### src/rtl/uart_pkg.sv
`default_nettype none
// ============================================================================
// Module      : uart_pkg
// Description : Shared types and constants for the buffered UART transmitter.
//               Holds the serialiser state encoding, default parameter values
//               and a helper that returns the length of one frame in clocks.
//               The PARITY state and parity bit count exist only when
//               UART_TX_PARITY_EN is defined.
// Revision    : 1.0  initial release
// ============================================================================
package uart_pkg;

    localparam int DEFAULT_CLKS_PER_BIT = 868;   // 100 MHz / 115200 baud
    localparam int DEFAULT_DATA_WIDTH   = 8;
    localparam int DEFAULT_FIFO_DEPTH   = 16;
    localparam int DEFAULT_STOP_BITS    = 1;

`ifdef UART_TX_PARITY_EN
    localparam int PARITY_BITS = 1;
`else
    localparam int PARITY_BITS = 0;
`endif

    // Serialiser states. PARITY is encoded last so the other codes do not
    // move between builds with and without parity.
    typedef enum logic [2:0] {
        IDLE   = 3'd0,
        START  = 3'd1,
        DATA   = 3'd2,
`ifdef UART_TX_PARITY_EN
        PARITY = 3'd4,
`endif
        STOP   = 3'd3
    } tx_state_e;

    // Clock cycles occupied by one complete frame on the serial line.
    function automatic int frame_len(input int clks_per_bit,
                                     input int data_width,
                                     input int stop_bits);
        return (1 + data_width + PARITY_BITS + stop_bits) * clks_per_bit;
    endfunction

endpackage : uart_pkg
`default_nettype wire

### src/rtl/sync_fifo.sv
`default_nettype none
// ============================================================================
// Module      : sync_fifo
// Description : Single-clock FIFO with registered pointers and occupancy.
//               Pushes while full and pops while empty are ignored. Pointers
//               wrap modulo DEPTH (DEPTH must be a power of two, >= 2). The
//               read port is combinational from the head entry, so dout_o is
//               valid whenever empty_o is low.
// Ports       : clk, rst      - clock, synchronous active-high reset
//               push_i, din_i - write request and data
//               pop_i         - read request (consumes dout_o)
//               dout_o        - head entry
//               full_o, empty_o, level_o - occupancy status
// Revision    : 1.0  initial release
// ============================================================================
module sync_fifo #(
    parameter int WIDTH = 8,
    parameter int DEPTH = 16
) (
    input  logic                     clk,
    input  logic                     rst,
    input  logic                     push_i,
    input  logic [WIDTH-1:0]         din_i,
    input  logic                     pop_i,
    output logic [WIDTH-1:0]         dout_o,
    output logic                     full_o,
    output logic                     empty_o,
    output logic [$clog2(DEPTH):0]   level_o
);

    localparam int AW = $clog2(DEPTH);
    localparam logic [AW:0] FULL_LEVEL = (AW+1)'(DEPTH);

    if ((DEPTH < 2) || ((DEPTH & (DEPTH - 1)) != 0)) begin : g_bad_depth
        $error("sync_fifo: DEPTH must be a power of two and at least 2");
    end

    logic [WIDTH-1:0] mem_q [DEPTH];
    logic [AW-1:0]    wr_ptr_q;
    logic [AW-1:0]    rd_ptr_q;
    logic [AW:0]      level_q;
    logic [AW:0]      level_d;
    logic             w_push;
    logic             w_pop;

    // Requests are qualified with the pre-edge flags, so a push while full
    // is dropped even if a pop frees an entry on the same edge.
    always_comb begin
        w_push  = push_i && !full_o;
        w_pop   = pop_i && !empty_o;
        level_d = level_q;
        case ({w_push, w_pop})
            2'b10:   level_d = level_q + (AW+1)'(1);
            2'b01:   level_d = level_q - (AW+1)'(1);
            default: level_d = level_q;
        endcase
    end

    always_ff @(posedge clk) begin
        if (rst) begin
            wr_ptr_q <= '0;
            rd_ptr_q <= '0;
            level_q  <= '0;
        end else begin
            if (w_push) begin
                wr_ptr_q <= wr_ptr_q + AW'(1);
            end
            if (w_pop) begin
                rd_ptr_q <= rd_ptr_q + AW'(1);
            end
            level_q <= level_d;
        end
    end

    // Storage carries no reset; a flush only needs the pointers cleared.
    always_ff @(posedge clk) begin
        if (w_push) begin
            mem_q[wr_ptr_q] <= din_i;
        end
    end

    assign dout_o  = mem_q[rd_ptr_q];
    assign full_o  = (level_q == FULL_LEVEL);
    assign empty_o = (level_q == '0);
    assign level_o = level_q;

endmodule : sync_fifo
`default_nettype wire

### src/rtl/uart_tx_buffered.sv
`default_nettype none
// ============================================================================
// Module      : uart_tx_buffered
// Description : Buffered UART transmitter. Words written by the CPU are
//               queued in a sync_fifo and serialised LSB first as
//               start / data / [parity] / stop frames on uart_tx_o. When a
//               frame's last stop cycle coincides with a non-empty FIFO the
//               next word is popped on that edge, so frames run back to back.
//               Build option: define UART_TX_PARITY_EN to insert a parity bit
//               (even, or odd when PARITY_ODD=1) after the data bits.
// Ports       : clk, rst     - clock, synchronous active-high reset
//               wr_en_i      - push wr_data_i into the FIFO
//               wr_data_i    - word to transmit
//               ovf_clr_i    - clear the sticky overflow flag
//               full_o       - FIFO full, a write now is dropped
//               empty_o      - FIFO empty
//               level_o      - FIFO occupancy
//               overflow_o   - sticky: a write was dropped
//               busy_o       - frame in progress or data queued
//               uart_tx_o    - serial line, idle high, registered
// Revision    : 1.0  initial release
// ============================================================================
module uart_tx_buffered
    import uart_pkg::*;
#(
    parameter int CLKS_PER_BIT = DEFAULT_CLKS_PER_BIT,
    parameter int DATA_WIDTH   = DEFAULT_DATA_WIDTH,
    parameter int FIFO_DEPTH   = DEFAULT_FIFO_DEPTH,
    parameter int STOP_BITS    = DEFAULT_STOP_BITS,
    parameter int PARITY_ODD   = 0
) (
    input  logic                          clk,
    input  logic                          rst,
    input  logic                          wr_en_i,
    input  logic [DATA_WIDTH-1:0]         wr_data_i,
    input  logic                          ovf_clr_i,
    output logic                          full_o,
    output logic                          empty_o,
    output logic [$clog2(FIFO_DEPTH):0]   level_o,
    output logic                          overflow_o,
    output logic                          busy_o,
    output logic                          uart_tx_o
);

    localparam int BAUD_W = $clog2(CLKS_PER_BIT);
    localparam int BIT_W  = $clog2(DATA_WIDTH);

    localparam logic [BAUD_W-1:0] BAUD_LAST = BAUD_W'(CLKS_PER_BIT - 1);
    localparam logic [BIT_W-1:0]  DATA_LAST = BIT_W'(DATA_WIDTH - 1);
    localparam logic [BIT_W-1:0]  STOP_LAST = BIT_W'(STOP_BITS - 1);

    if ((CLKS_PER_BIT < 2) || (DATA_WIDTH < 5) || (DATA_WIDTH > 9) ||
        ((STOP_BITS != 1) && (STOP_BITS != 2)) ||
        (PARITY_ODD < 0) || (PARITY_ODD > 1)) begin : g_bad_params
        $error("uart_tx_buffered: illegal parameter value");
    end

    tx_state_e               state_q;
    logic [BAUD_W-1:0]       baud_q;
    logic [BIT_W-1:0]        bit_q;      // data bit index, reused for stop bits
    logic [DATA_WIDTH-1:0]   shift_q;
    logic                    tx_q;
    logic                    ovf_q;
    logic                    ovf_d;
`ifdef UART_TX_PARITY_EN
    logic                    par_q;
`endif

    logic                    fifo_full;
    logic                    fifo_empty;
    logic [DATA_WIDTH-1:0]   fifo_dout;
    logic                    w_baud_last;
    logic                    w_stop_done;
    logic                    w_pop;

    sync_fifo #(
        .WIDTH (DATA_WIDTH),
        .DEPTH (FIFO_DEPTH)
    ) u_fifo (
        .clk     (clk),
        .rst     (rst),
        .push_i  (wr_en_i),
        .din_i   (wr_data_i),
        .pop_i   (w_pop),
        .dout_o  (fifo_dout),
        .full_o  (fifo_full),
        .empty_o (fifo_empty),
        .level_o (level_o)
    );

    // The serialiser takes a new word either from IDLE or on the very last
    // stop cycle, which removes any idle gap between queued frames.
    always_comb begin
        w_baud_last = (baud_q == BAUD_LAST);
        w_stop_done = (state_q == STOP) && w_baud_last && (bit_q == STOP_LAST);
        w_pop       = !fifo_empty && ((state_q == IDLE) || w_stop_done);
    end

    // A dropped write sets the flag even when a clear arrives with it.
    always_comb begin
        ovf_d = ovf_q;
        if (ovf_clr_i) begin
            ovf_d = 1'b0;
        end
        if (wr_en_i && fifo_full) begin
            ovf_d = 1'b1;
        end
    end

    always_ff @(posedge clk) begin
        if (rst) begin
            ovf_q <= 1'b0;
        end else begin
            ovf_q <= ovf_d;
        end
    end

    always_ff @(posedge clk) begin
        if (rst) begin
            state_q <= IDLE;
            baud_q  <= '0;
            bit_q   <= '0;
            shift_q <= '0;
            tx_q    <= 1'b1;
`ifdef UART_TX_PARITY_EN
            par_q   <= 1'b0;
`endif
        end else if (w_pop) begin
            // Load takes priority: the start bit goes out on this edge.
            state_q <= START;
            baud_q  <= '0;
            bit_q   <= '0;
            shift_q <= fifo_dout;
            tx_q    <= 1'b0;
`ifdef UART_TX_PARITY_EN
            par_q   <= (^fifo_dout) ^ (PARITY_ODD != 0);
`endif
        end else begin
            case (state_q)
                IDLE: begin
                    baud_q <= '0;
                    tx_q   <= 1'b1;
                end

                START: begin
                    if (w_baud_last) begin
                        state_q <= DATA;
                        baud_q  <= '0;
                        bit_q   <= '0;
                        tx_q    <= shift_q[0];
                        shift_q <= shift_q >> 1;
                    end else begin
                        baud_q  <= baud_q + BAUD_W'(1);
                    end
                end

                DATA: begin
                    if (w_baud_last) begin
                        baud_q <= '0;
                        if (bit_q == DATA_LAST) begin
                            bit_q   <= '0;
`ifdef UART_TX_PARITY_EN
                            state_q <= PARITY;
                            tx_q    <= par_q;
`else
                            state_q <= STOP;
                            tx_q    <= 1'b1;
`endif
                        end else begin
                            bit_q   <= bit_q + BIT_W'(1);
                            tx_q    <= shift_q[0];
                            shift_q <= shift_q >> 1;
                        end
                    end else begin
                        baud_q <= baud_q + BAUD_W'(1);
                    end
                end

`ifdef UART_TX_PARITY_EN
                PARITY: begin
                    if (w_baud_last) begin
                        state_q <= STOP;
                        baud_q  <= '0;
                        bit_q   <= '0;
                        tx_q    <= 1'b1;
                    end else begin
                        baud_q  <= baud_q + BAUD_W'(1);
                    end
                end
`endif

                STOP: begin
                    tx_q <= 1'b1;
                    if (w_baud_last) begin
                        baud_q <= '0;
                        if (bit_q == STOP_LAST) begin
                            // Queue empty here, otherwise w_pop took over.
                            state_q <= IDLE;
                            bit_q   <= '0;
                        end else begin
                            bit_q   <= bit_q + BIT_W'(1);
                        end
                    end else begin
                        baud_q <= baud_q + BAUD_W'(1);
                    end
                end

                default: begin
                    state_q <= IDLE;
                    baud_q  <= '0;
                    bit_q   <= '0;
                    tx_q    <= 1'b1;
                end
            endcase
        end
    end

    assign full_o     = fifo_full;
    assign empty_o    = fifo_empty;
    assign overflow_o = ovf_q;
    assign busy_o     = (state_q != IDLE) || !fifo_empty;
    assign uart_tx_o  = tx_q;

endmodule : uart_tx_buffered
`default_nettype wire
### config.mk
export PLATFORM = sky130hd
export DESIGN_NAME = uart_tx_buffered
export DESIGN_NICKNAME = d
export VERILOG_FILES = /design/src/rtl/uart_pkg.sv /design/src/rtl/sync_fifo.sv /design/src/rtl/uart_tx_buffered.sv
export SDC_FILE = /design/constraint.sdc
export NUM_CORES = 1
export LEC_CHECK = 0
export CAP_MARGIN = 25
export CORE_MARGIN = 2
export CORE_UTILIZATION = 50
export CTS_CLUSTER_DIAMETER = 60
export DETAILED_ROUTE_END_ITERATION = 6
export PLACE_DENSITY = 0.78
export REMOVE_ABC_BUFFERS = 1
export SLEW_MARGIN = 20
export SYNTH_ARGS = -nofsm -noshare
export SYNTH_HDL_FRONTEND = slang
export SYNTH_SLANG_ARGS = --single-unit
### constraint.sdc
create_clock -name clk -period 6.62 [get_ports clk]
set_input_delay 1.986 -clock clk [delete_from_list [all_inputs] [get_ports clk]]
set_output_delay 1.986 -clock clk [all_outputs]
set_load 0.005 [all_outputs]
==> metrics, run 1 <==
status finished, final reports clean; RR Endpoint u_fifo.level_o[4]$_SDFFE_PP0P_; Crit path required time 6.98 ns; met1 Usage GRT 0.251; Crit Path Category in -> reg; routability congestion estimate 0.850; max-cap violation count 0; RSZ-0062 raised after global routing no; synth-to-layout area growth 14.0%; grt peak-use layer met2; total CTS buffers 17; adder-cell share of the synthesized area 0.0334; Power Total between 2 and 3 mW; FMAX 219 MHz; via/cell ratio just under 6; # DRC 0; # IOs 22; clk sinks 170; via count between 3k and 4k; Post-Syn Instances 437; Worst Hold Depth 1; largest net degree at the start of global routing 33; Core Rows 43; most used cell along the critical path a21oi_1; compound-cell area share of the yosys netlist 0.0560; die height 122 µm; HP Class reg -> reg; Final Setup Violations 0; cts repair resizes 0; Worst R2R Path Depth 11; layout cell share with drive strength beyond 1 0.174; ANT nets after route 0; Starting Density 0.506; Pwr per Cell Area approximately 370 mW/mm²; Setup Buffers After CTS 0; # diodes 0; P_leak approximately 2.7 nW; HPWL after detailed placement about 8500 µm; Die Footprint 0.0149 mm²; Hold-fix buffers, CTS 0; hold path start baud_q[0]$_SDFF_PP0_; crit-path max cell delay 0.70 ns; sequential area share after synthesis 0.672; input/output buffers 21; Clock Tree Buf Depth 2; period utilization 0.690; Critical Path AT about 5 ns; Crit Path Max Fanout 9; setup_tns 0 ns; Rel. slew slack 0.433; FILL cells 1050; ys flop type edfxtp_1; total core area 0.0138 mm²; main combinational cell family by area after synthesis multiplexers; initial antenna violation count 0; ys async rst share 0; synth warn 0; Synth Cell Area 0.00697 mm²; EDFF count, synth between 100 and 150; Synth Area in XOR/XNOR 0.0201; final WL roughly 13000 µm; FF-to-FF Start u_fifo.level_o[0]$_SDFFE_PP0P_; router iterations before antenna repair 5; kind of cell adding the most delay to the critical path compound AO/OA/AOI/OAI gates; initial detailed-routing violation count 346; CP bufs+invs 2; Slew Limit Fails 0; Worst-Margin Slew 0.849 ns; Worst path slowest cell a21boi_1; final clock skew 0.00900 ns; multiplexer share of the synthesized area 0.119; Seq cells post-synth 170; fin crit period 4.57 ns; vias in the first global route between 3k and 4k; first-pass GRT wire length 21400 µm; CTS tree built; CP Launch Type input pin; reg-to-reg slack, setup 3.14 ns; M3 GR Usage 0.0473; total track usage 0.197; met2 Usage GRT 0.333; Synth Area in Simple Gates 0.0767; endpoint type of the worst setup path register; clk slew on worst S/H paths approximately 0.070 ns; wire length per cell between 20 and 25 µm; Worst VDD drop 0.269 mV; Hold Path End baud_q[0]$_SDFF_PP0_; clock root cell clkbuf_16; CP Cell Sequence clkdlybuf4s50_1, a21boi_1, inv_1, ha_1, fa_1, a21o_1, a21oi_1, xor2_1, or3_1, a21oi_1; post-synth cell types 50; H-tree levels 4; GRT overflow 0; Fin. Hold Viols 0; Die Span X about 120 µm; insertion delay to the later sink of the worst-skew pair approximately 0.42 ns; Mean Syn Cell Area 15.9 µm²; Nets 493
cells by family after synthesis:
logic type,count (synthesis)
flip-flops,170
buffers and inverters,30
XOR/XNOR,16
multiplexers,43
adder cells (fa/ha/maj),18
AND/OR/NAND/NOR,105
AO/OA/AOI/OAI,55
how the worst max path moves through the flow:
stage | from | end | slack, ns | depth (start not counted)
final | wr_en_i | u_fifo.level_o[4]$_SDFFE_PP0P_ | 2.05 | 10
after global routing | wr_en_i | u_fifo.level_o[4]$_SDFFE_PP0P_ | 1.89 | 10
after CTS | wr_en_i | u_fifo.level_o[4]$_SDFFE_PP0P_ | 2.11 | 10
after detailed placement | wr_en_i | u_fifo.level_o[4]$_SDFFE_PP0P_ | 1.73 | 10
after global placement | wr_en_i | u_fifo.level_o[4]$_SDFFE_PP0P_ | 1.78 | 10
after floorplan | wr_en_i | u_fifo.level_o[4]$_SDFFE_PP0P_ | 2.57 | 9
cells in the final DEF (no fill, tap or decap), types with 3 or more instances in the layout:
cell type	count
clkbuf_16	17
xor2_1	7
inv_8	5
nand3_1	8
clkinv_4	4
o21ai_0	6
clkdlybuf4s50_1	21
nor2b_1	3
nor3_1	5
nand2b_1	5
or3_1	10
mux2i_1	10
a21oi_1	10
and2_1	3
buf_4	4
nand2_1	15
dfxtp_1	41
ha_1	17
a221oi_1	7
a22o_1	8
mux4_2	32
inv_1	10
nor2_1	43
xnor2_1	9
a21o_1	3
o21ai_1	7
edfxtp_1	128
flip-flops by register name, indices dropped and copies added (netlist names), named ones only:
register         cells
u_fifo.rd_ptr_q      4
u_fifo.wr_ptr_q      4
u_fifo.level_o       5
overflow_o           1
state_q              2
u_fifo.mem_q       128
bit_q                3
shift_q              8
uart_tx_o            1
baud_q              10
per-layer routing:
layer	vias up	part of all wire
met5	-	0
met4	0	0.017
met3	17	0.057
met2	135	0.52
met1	1935	0.40
li1	1732	-
synth_stat cells (all sizes together), types with 5 or more instances:
| master | number | share of area |
|---|---|---|
| or3 | 10 | 0.0090 |
| a221oi | 9 | 0.013 |
| o21ai | 13 | 0.0093 |
| mux4 | 32 | 0.10 |
| ha | 17 | 0.031 |
| nor2 | 44 | 0.025 |
| nand2 | 15 | 0.0081 |
| edfxtp | 128 | 0.55 |
| dfxtp | 42 | 0.12 |
| a22o | 8 | 0.010 |
| clkbuf | 8 | 0.0043 |
| xor2 | 7 | 0.0088 |
| xnor2 | 9 | 0.011 |
| mux2i | 10 | 0.014 |
| nor3 | 7 | 0.0050 |
| buf | 11 | 0.012 |
| nand2b | 5 | 0.0045 |
| a21oi | 12 | 0.0097 |
| inv | 11 | 0.0059 |
| nand3 | 9 | 0.0083 |
final cells by class:
type                            count  area, µm²  area share
Sequential cell                   170       4690       0.590
Multi-Input combinational cell    237       2140       0.269
Clock buffer                       17        425      0.0536
Timing Repair Buffer               26        245      0.0309
Tap cell                          180        225      0.0284
Clock inverter                     15        181      0.0228
Inverter                           11       41.3     0.00520
per-stage QoR:
step	util	worst slack (ns)	cell area, µm²	hold slack (ns)	std cells
final	0.577	2.05	7940	0.485	656
after global routing	0.577	1.89	7940	0.509	656
after CTS	0.576	2.11	7930	0.488	656
after detailed placement	0.532	1.73	7330	0.464	624
after global placement	0.531	1.78	7310	0.449	622
after floorplan	-	2.57	6860	0.430	418
report_power, final:
group	total [mW]	leakage [nW]	internal (mW)	switching, mW
Combinational	0.685	0.881	0.321	0.364
Sequential	1.26	1.50	1.21	0.0486
Clock	1.01	0.298	0.572	0.437
Total	2.96	2.68	2.11	0.850
No activity file was read; power rests on OpenSTA's default activity.
==> run 2: changes to the inputs <==
- PLACE_DENSITY: 0.78 -> 0.81
- clock period: 6.62 -> 3.75 ns (I/O delays scaled with it)
==> metrics, run 2 (synthesized netlist as in run 1, its figures left out) <==
status finished, final reports clean; via count 3828; wire length per cell between 15 and 20 µm; # diodes 0; sequential fraction of design power 0.441; H-tree levels 4; CP Launch Type register; Critical Path AT 3.76 ns; HPWL after detailed placement around 8500 µm; total core area around 0.014 mm²; DP Area approximately 0.0074 mm²; Nets 509; Switching Share 0.285; register area 0.00469 mm²; final clock skew 0.00953 ns; endpoint type of the worst setup path register; Crit Path Max Fanout 15; cts repair resizes 0; total CTS buffers 17; P_leak between 2 and 3 nW; clk sinks 170; initial detailed-routing violation count 281; largest net degree at the start of global routing 33; Setup Buffers After CTS 0; Worst VDD drop 0.492 mV; Worst path slowest cell or4_4; final WL 13000 µm; via/cell ratio 5.70; CTS tree built; WHS about 0.48 ns; HP Class reg -> reg; Starting Density 0.506; Core Rows 43; Hold-fix buffers, CTS 0; FMAX roughly 290 MHz; layout cell share with drive strength beyond 1 0.191; fin crit period 3.41 ns; Clk network pwr share 0.327; Worst-Margin Slew 0.711 ns; router iterations before antenna repair 4; period utilization 0.910; Most flops, register u_fifo.mem_q; Final Instance Area around 0.008 mm²; ANT nets after route 0; Rel. slew slack 0.525; total track usage 0.191; RSZ-0062 raised after global routing no; # IOs 22; die height 122 µm; Fin. Hold Viols 0; Core Util, Final 0.582; vias in the first global route 4051; Slew Limit Fails 0; Die Span X roughly 120 µm; most used cell along the critical path a21oi_1; crit-path max cell delay 0.58 ns; biggest regs u_fifo.mem_q (128), baud_q (10), shift_q (8); initial antenna violation count 0; hold path start shift_q[7]$_SDFFE_PP0P_; FF-to-FF Start u_fifo.level_o[0]$_SDFFE_PP0P_; leading cell types in the layout, fill and taps excluded 128 x edfxtp_1, 43 x nor2_1, 41 x dfxtp_1, 32 x mux4_2; clk slew on worst S/H paths about 0.070 ns; synth-to-layout area growth 15.0%; kind of cell adding the most delay to the critical path simple AND/OR/NAND/NOR gates; max-cap violation count 0; setup_tns 0 ns; Worst R2R Path Depth 11; routability congestion estimate 0.767; Pwr per Cell Area 637 mW/mm²; GRT overflow 0; commonest non-fill, non-tap cell in the layout edfxtp_1; Power Total roughly 5.1 mW; CP bufs+invs 1; FILL cells around 1.0k; reg-to-reg slack, setup 0.34 ns; CP Cell Sequence or4_4, nor2_4, o31a_1, inv_2, ha_1, fa_1, a21o_1, a21oi_1, xor2_1, or3_1, a21oi_1; Worst Hold Depth 2; clock root cell clkbuf_16; Crit path required time 4.10 ns; Largest register FFs approximately 130; Die Footprint 0.0149 mm²; Crit Path Category reg -> reg; Clock Tree Buf Depth 2; Int Pwr 3.65 mW; NetSw 1.46 mW; Hold Path End shift_q[7]$_SDFFE_PP0P_; first-pass GRT wire length around 21000 µm; # DRC 0; Multi-input gate area approximately 0.0021 mm²; insertion delay to the later sink of the worst-skew pair 0.42 ns; Final Setup Violations 0; input/output buffers 21; Comb pwr share 0.232; RR Endpoint u_fifo.level_o[4]$_SDFFE_PP0P_
## run 2: final cells by class
| class | instances | area share |
|---|---|---|
| clock buffer | 18 | 0.0536 |
| tap | 180 | 0.0281 |
| inverter | 11 | 0.00515 |
| clock inverter | 14 | 0.0169 |
| multi-input combinational | 237 | 0.266 |
| sequential | 170 | 0.585 |
| timing repair buffer | 42 | 0.0459 |
## run 2: how the worst max path moves through the flow
stage                                               from                             end  depth (start not counted)
after floorplan                                  wr_en_i  u_fifo.level_o[4]$_SDFFE_PP0P_                          9
after global placement                           wr_en_i  u_fifo.level_o[4]$_SDFFE_PP0P_                         10
after detailed placement                         wr_en_i  u_fifo.level_o[4]$_SDFFE_PP0P_                         10
after CTS                 u_fifo.level_o[0]$_SDFFE_PP0P_  u_fifo.level_o[4]$_SDFFE_PP0P_                         11
after global routing      u_fifo.level_o[0]$_SDFFE_PP0P_  u_fifo.level_o[4]$_SDFFE_PP0P_                         11
final                     u_fifo.level_o[0]$_SDFFE_PP0P_  u_fifo.level_o[4]$_SDFFE_PP0P_                         11
## run 2: routing by layer
metal / GRT usage / up-vias / wire, µm
met3: 0.0510 / 23 / 776
met2: 0.325 / 106 / 6730
met5: 0 / - / 0
li1: - / 1770 / -
met4: 0.0769 / 0 / 317
met1: 0.233 / 1929 / 5180
## run 2: worst reg2reg max path, stage by stage, from the launching register on
cell	delay, ns
dfxtp_1	0.38
or4_4	0.58
nor2_4	0.14
o31a_1	0.43
inv_2	0.16
ha_1	0.32
fa_1	0.43
a21o_1	0.17
a21oi_1	0.16
xor2_1	0.10
or3_1	0.32
a21oi_1	0.15
## run 2: per-stage QoR
step,worst slack [ns],std cells
final,0.339,672
after global placement,0.290,640
after floorplan,0.560,418
after detailed placement,0.233,640
after CTS,0.309,672
after global routing,0.0838,672
## run 2: power by group through the flow
stage	Combinational, mW	Sequential [mW]	Clock [mW]
after floorplan	0.796	2.30	0
after global placement	1.15	2.28	0
after detailed placement	1.19	2.29	0
after CTS	1.20	2.25	1.70
after global routing	1.30	2.27	1.78
final	1.19	2.25	1.67
==> run 3: changes to the inputs <==
- CTS_BUF_LIST: unset -> sky130_fd_sc_hd__clkbuf_2
==> metrics, run 3 (synthesized netlist as in run 1, its figures left out) <==
status finished, final reports clean; NetSw 1.37 mW; routability congestion estimate 0.767; insertion delay to the later sink of the worst-skew pair 0.71 ns; CTS tree built; Worst VDD drop approximately 0.43 mV; total track usage 0.188; wire length per cell 18.9 µm; Worst-Margin Slew 0.716 ns; initial detailed-routing violation count 403; Crit Path Category reg -> out; hold path start shift_q[7]$_SDFFE_PP0P_; RR Endpoint u_fifo.level_o[4]$_SDFFE_PP0P_; Clk network pwr share 0.211; CP bufs+invs 1; Worst R2R Path Depth 11; non-filler cells, final 672; Crit path required time 2.62 ns; # DRC 0; via/cell ratio 5.64; leading cell types in the layout, fill and taps excluded 128 x edfxtp_1, 43 x nor2_1, 41 x dfxtp_1, 32 x mux4_2; synth-to-layout area growth 10.1%; final WL 12700 µm; Final Setup Violations 0; Core Rows 43; via count 3788; Comb pwr share 0.272; FF-to-FF Start u_fifo.level_o[0]$_SDFFE_PP0P_; CP Cell Sequence or4_4, nor2_4, clkdlybuf4s50_1; P_leak 2.59 nW; reg-to-reg slack, setup 0.34 ns; clk slew on worst S/H paths 0.23 ns; period utilization 0.934; first-pass GRT wire length 20500 µm; Core Util, Final 0.557; Nets 509; fin crit period 3.50 ns; clock root cell clkbuf_2; CP Launch Type register; RSZ-0062 raised after global routing no; # diodes 0; Critical Path AT 2.38 ns; # IOs 22; Clock Tree Buf Depth 2; Int Pwr 2.98 mW; H-tree levels 4; Worst path slowest cell or4_4; sequential fraction of design power 0.518; HPWL after detailed placement 8530 µm; die height 122 µm; Pwr per Cell Area 566 mW/mm²; crit-path max cell delay 0.58 ns; FMAX 285 MHz; cts repair resizes 0; Slew Limit Fails 0; DP Area 0.00745 mm²; Most flops, register u_fifo.mem_q; Crit Path Max Fanout 6; total CTS buffers 17; initial antenna violation count 0; Die Footprint ~0.015 mm²; vias in the first global route 3976; FILL cells between 1k and 1.5k; kind of cell adding the most delay to the critical path simple AND/OR/NAND/NOR gates; HP Class reg -> reg; GRT overflow 0; commonest non-fill, non-tap cell in the layout edfxtp_1; Setup Buffers After CTS 0; Hold Path End shift_q[7]$_SDFFE_PP0P_; final clock skew 0.0280 ns; Fin. Hold Viols 0; Final Instance Area 0.00767 mm²; ANT nets after route 0; largest net degree at the start of global routing 33; max-cap violation count 0; setup_tns 0 ns; endpoint type of the worst setup path output pin; Switching Share 0.315; Hold-fix buffers, CTS 0; Rel. slew slack 0.521; biggest regs u_fifo.mem_q (128), baud_q (10), shift_q (8); layout cell share with drive strength beyond 1 0.193; Cells after DPL 640; clk sinks 170; Die Span X 122 µm; total core area 0.0138 mm²; Largest register FFs 128; router iterations before antenna repair 4; input/output buffers 21; Starting Density 0.506; Worst Hold Depth 2
==> run 3: cell types whose count changed in the layout (fill, tap and decap cells not counted) <==
cell / before / now
clkbuf_16: 17 / 0
clkbuf_2: 0 / 18
clkbuf_1: 1 / 0
==> run 3: area by class of cell <==
cell class	count	area, µm²	area share
Sequential cell	170	4690	0.611
Multi-Input combinational cell	237	2130	0.277
Timing Repair Buffer	42	368	0.0479
Tap cell	180	225	0.0293
Clock inverter	14	135	0.0176
Clock buffer	18	90.1	0.0117
Inverter	11	41.3	0.00538
==> run 3: metal layers <==
layer,share of wire,up-vias,track usage
met5,0,-,0
met3,0.071,19,0.0440
met4,0.021,0,0.0819
li1,-,1772,-
met2,0.51,113,0.318
met1,0.40,1884,0.232
==> run 3: worst min-delay path, cell delays in order, from the launching register on <==
cell,delay [ns]
dfxtp_1,0.36
nand3_1,0.06
a21oi_1,0.06
==> run 3: through the flow <==
step                power, mW  setup slack [ns]  hold WS (ns)
finish                   4.34             0.246         0.491
global route             4.59            0.0666         0.520
CTS                      4.39             0.138         0.495
detailed placement       3.48             0.233         0.454
global placement         3.43             0.290         0.443
floorplan                3.10             0.560         0.430
==> run 3: worst max-delay path by stage <==
stage	depth (start not counted)	slack (ns)	to	startpoint
global route	3	0.07	empty_o	u_fifo.level_o[0]$_SDFFE_PP0P_
CTS	3	0.14	empty_o	u_fifo.level_o[0]$_SDFFE_PP0P_
finish	3	0.25	empty_o	u_fifo.level_o[0]$_SDFFE_PP0P_
floorplan	9	0.56	u_fifo.level_o[4]$_SDFFE_PP0P_	wr_en_i
global placement	10	0.29	u_fifo.level_o[4]$_SDFFE_PP0P_	wr_en_i
detailed placement	10	0.23	u_fifo.level_o[4]$_SDFFE_PP0P_	wr_en_i
==> run 3: power groups by stage <==
stage / Clock [mW] / Sequential [mW] / Combinational, mW
floorplan: 0 / 2.30 / 0.796
global placement: 0 / 2.28 / 1.15
detailed placement: 0 / 2.29 / 1.19
CTS: 0.946 / 2.25 / 1.19
global route: 1.02 / 2.27 / 1.29
finish: 0.917 / 2.25 / 1.18
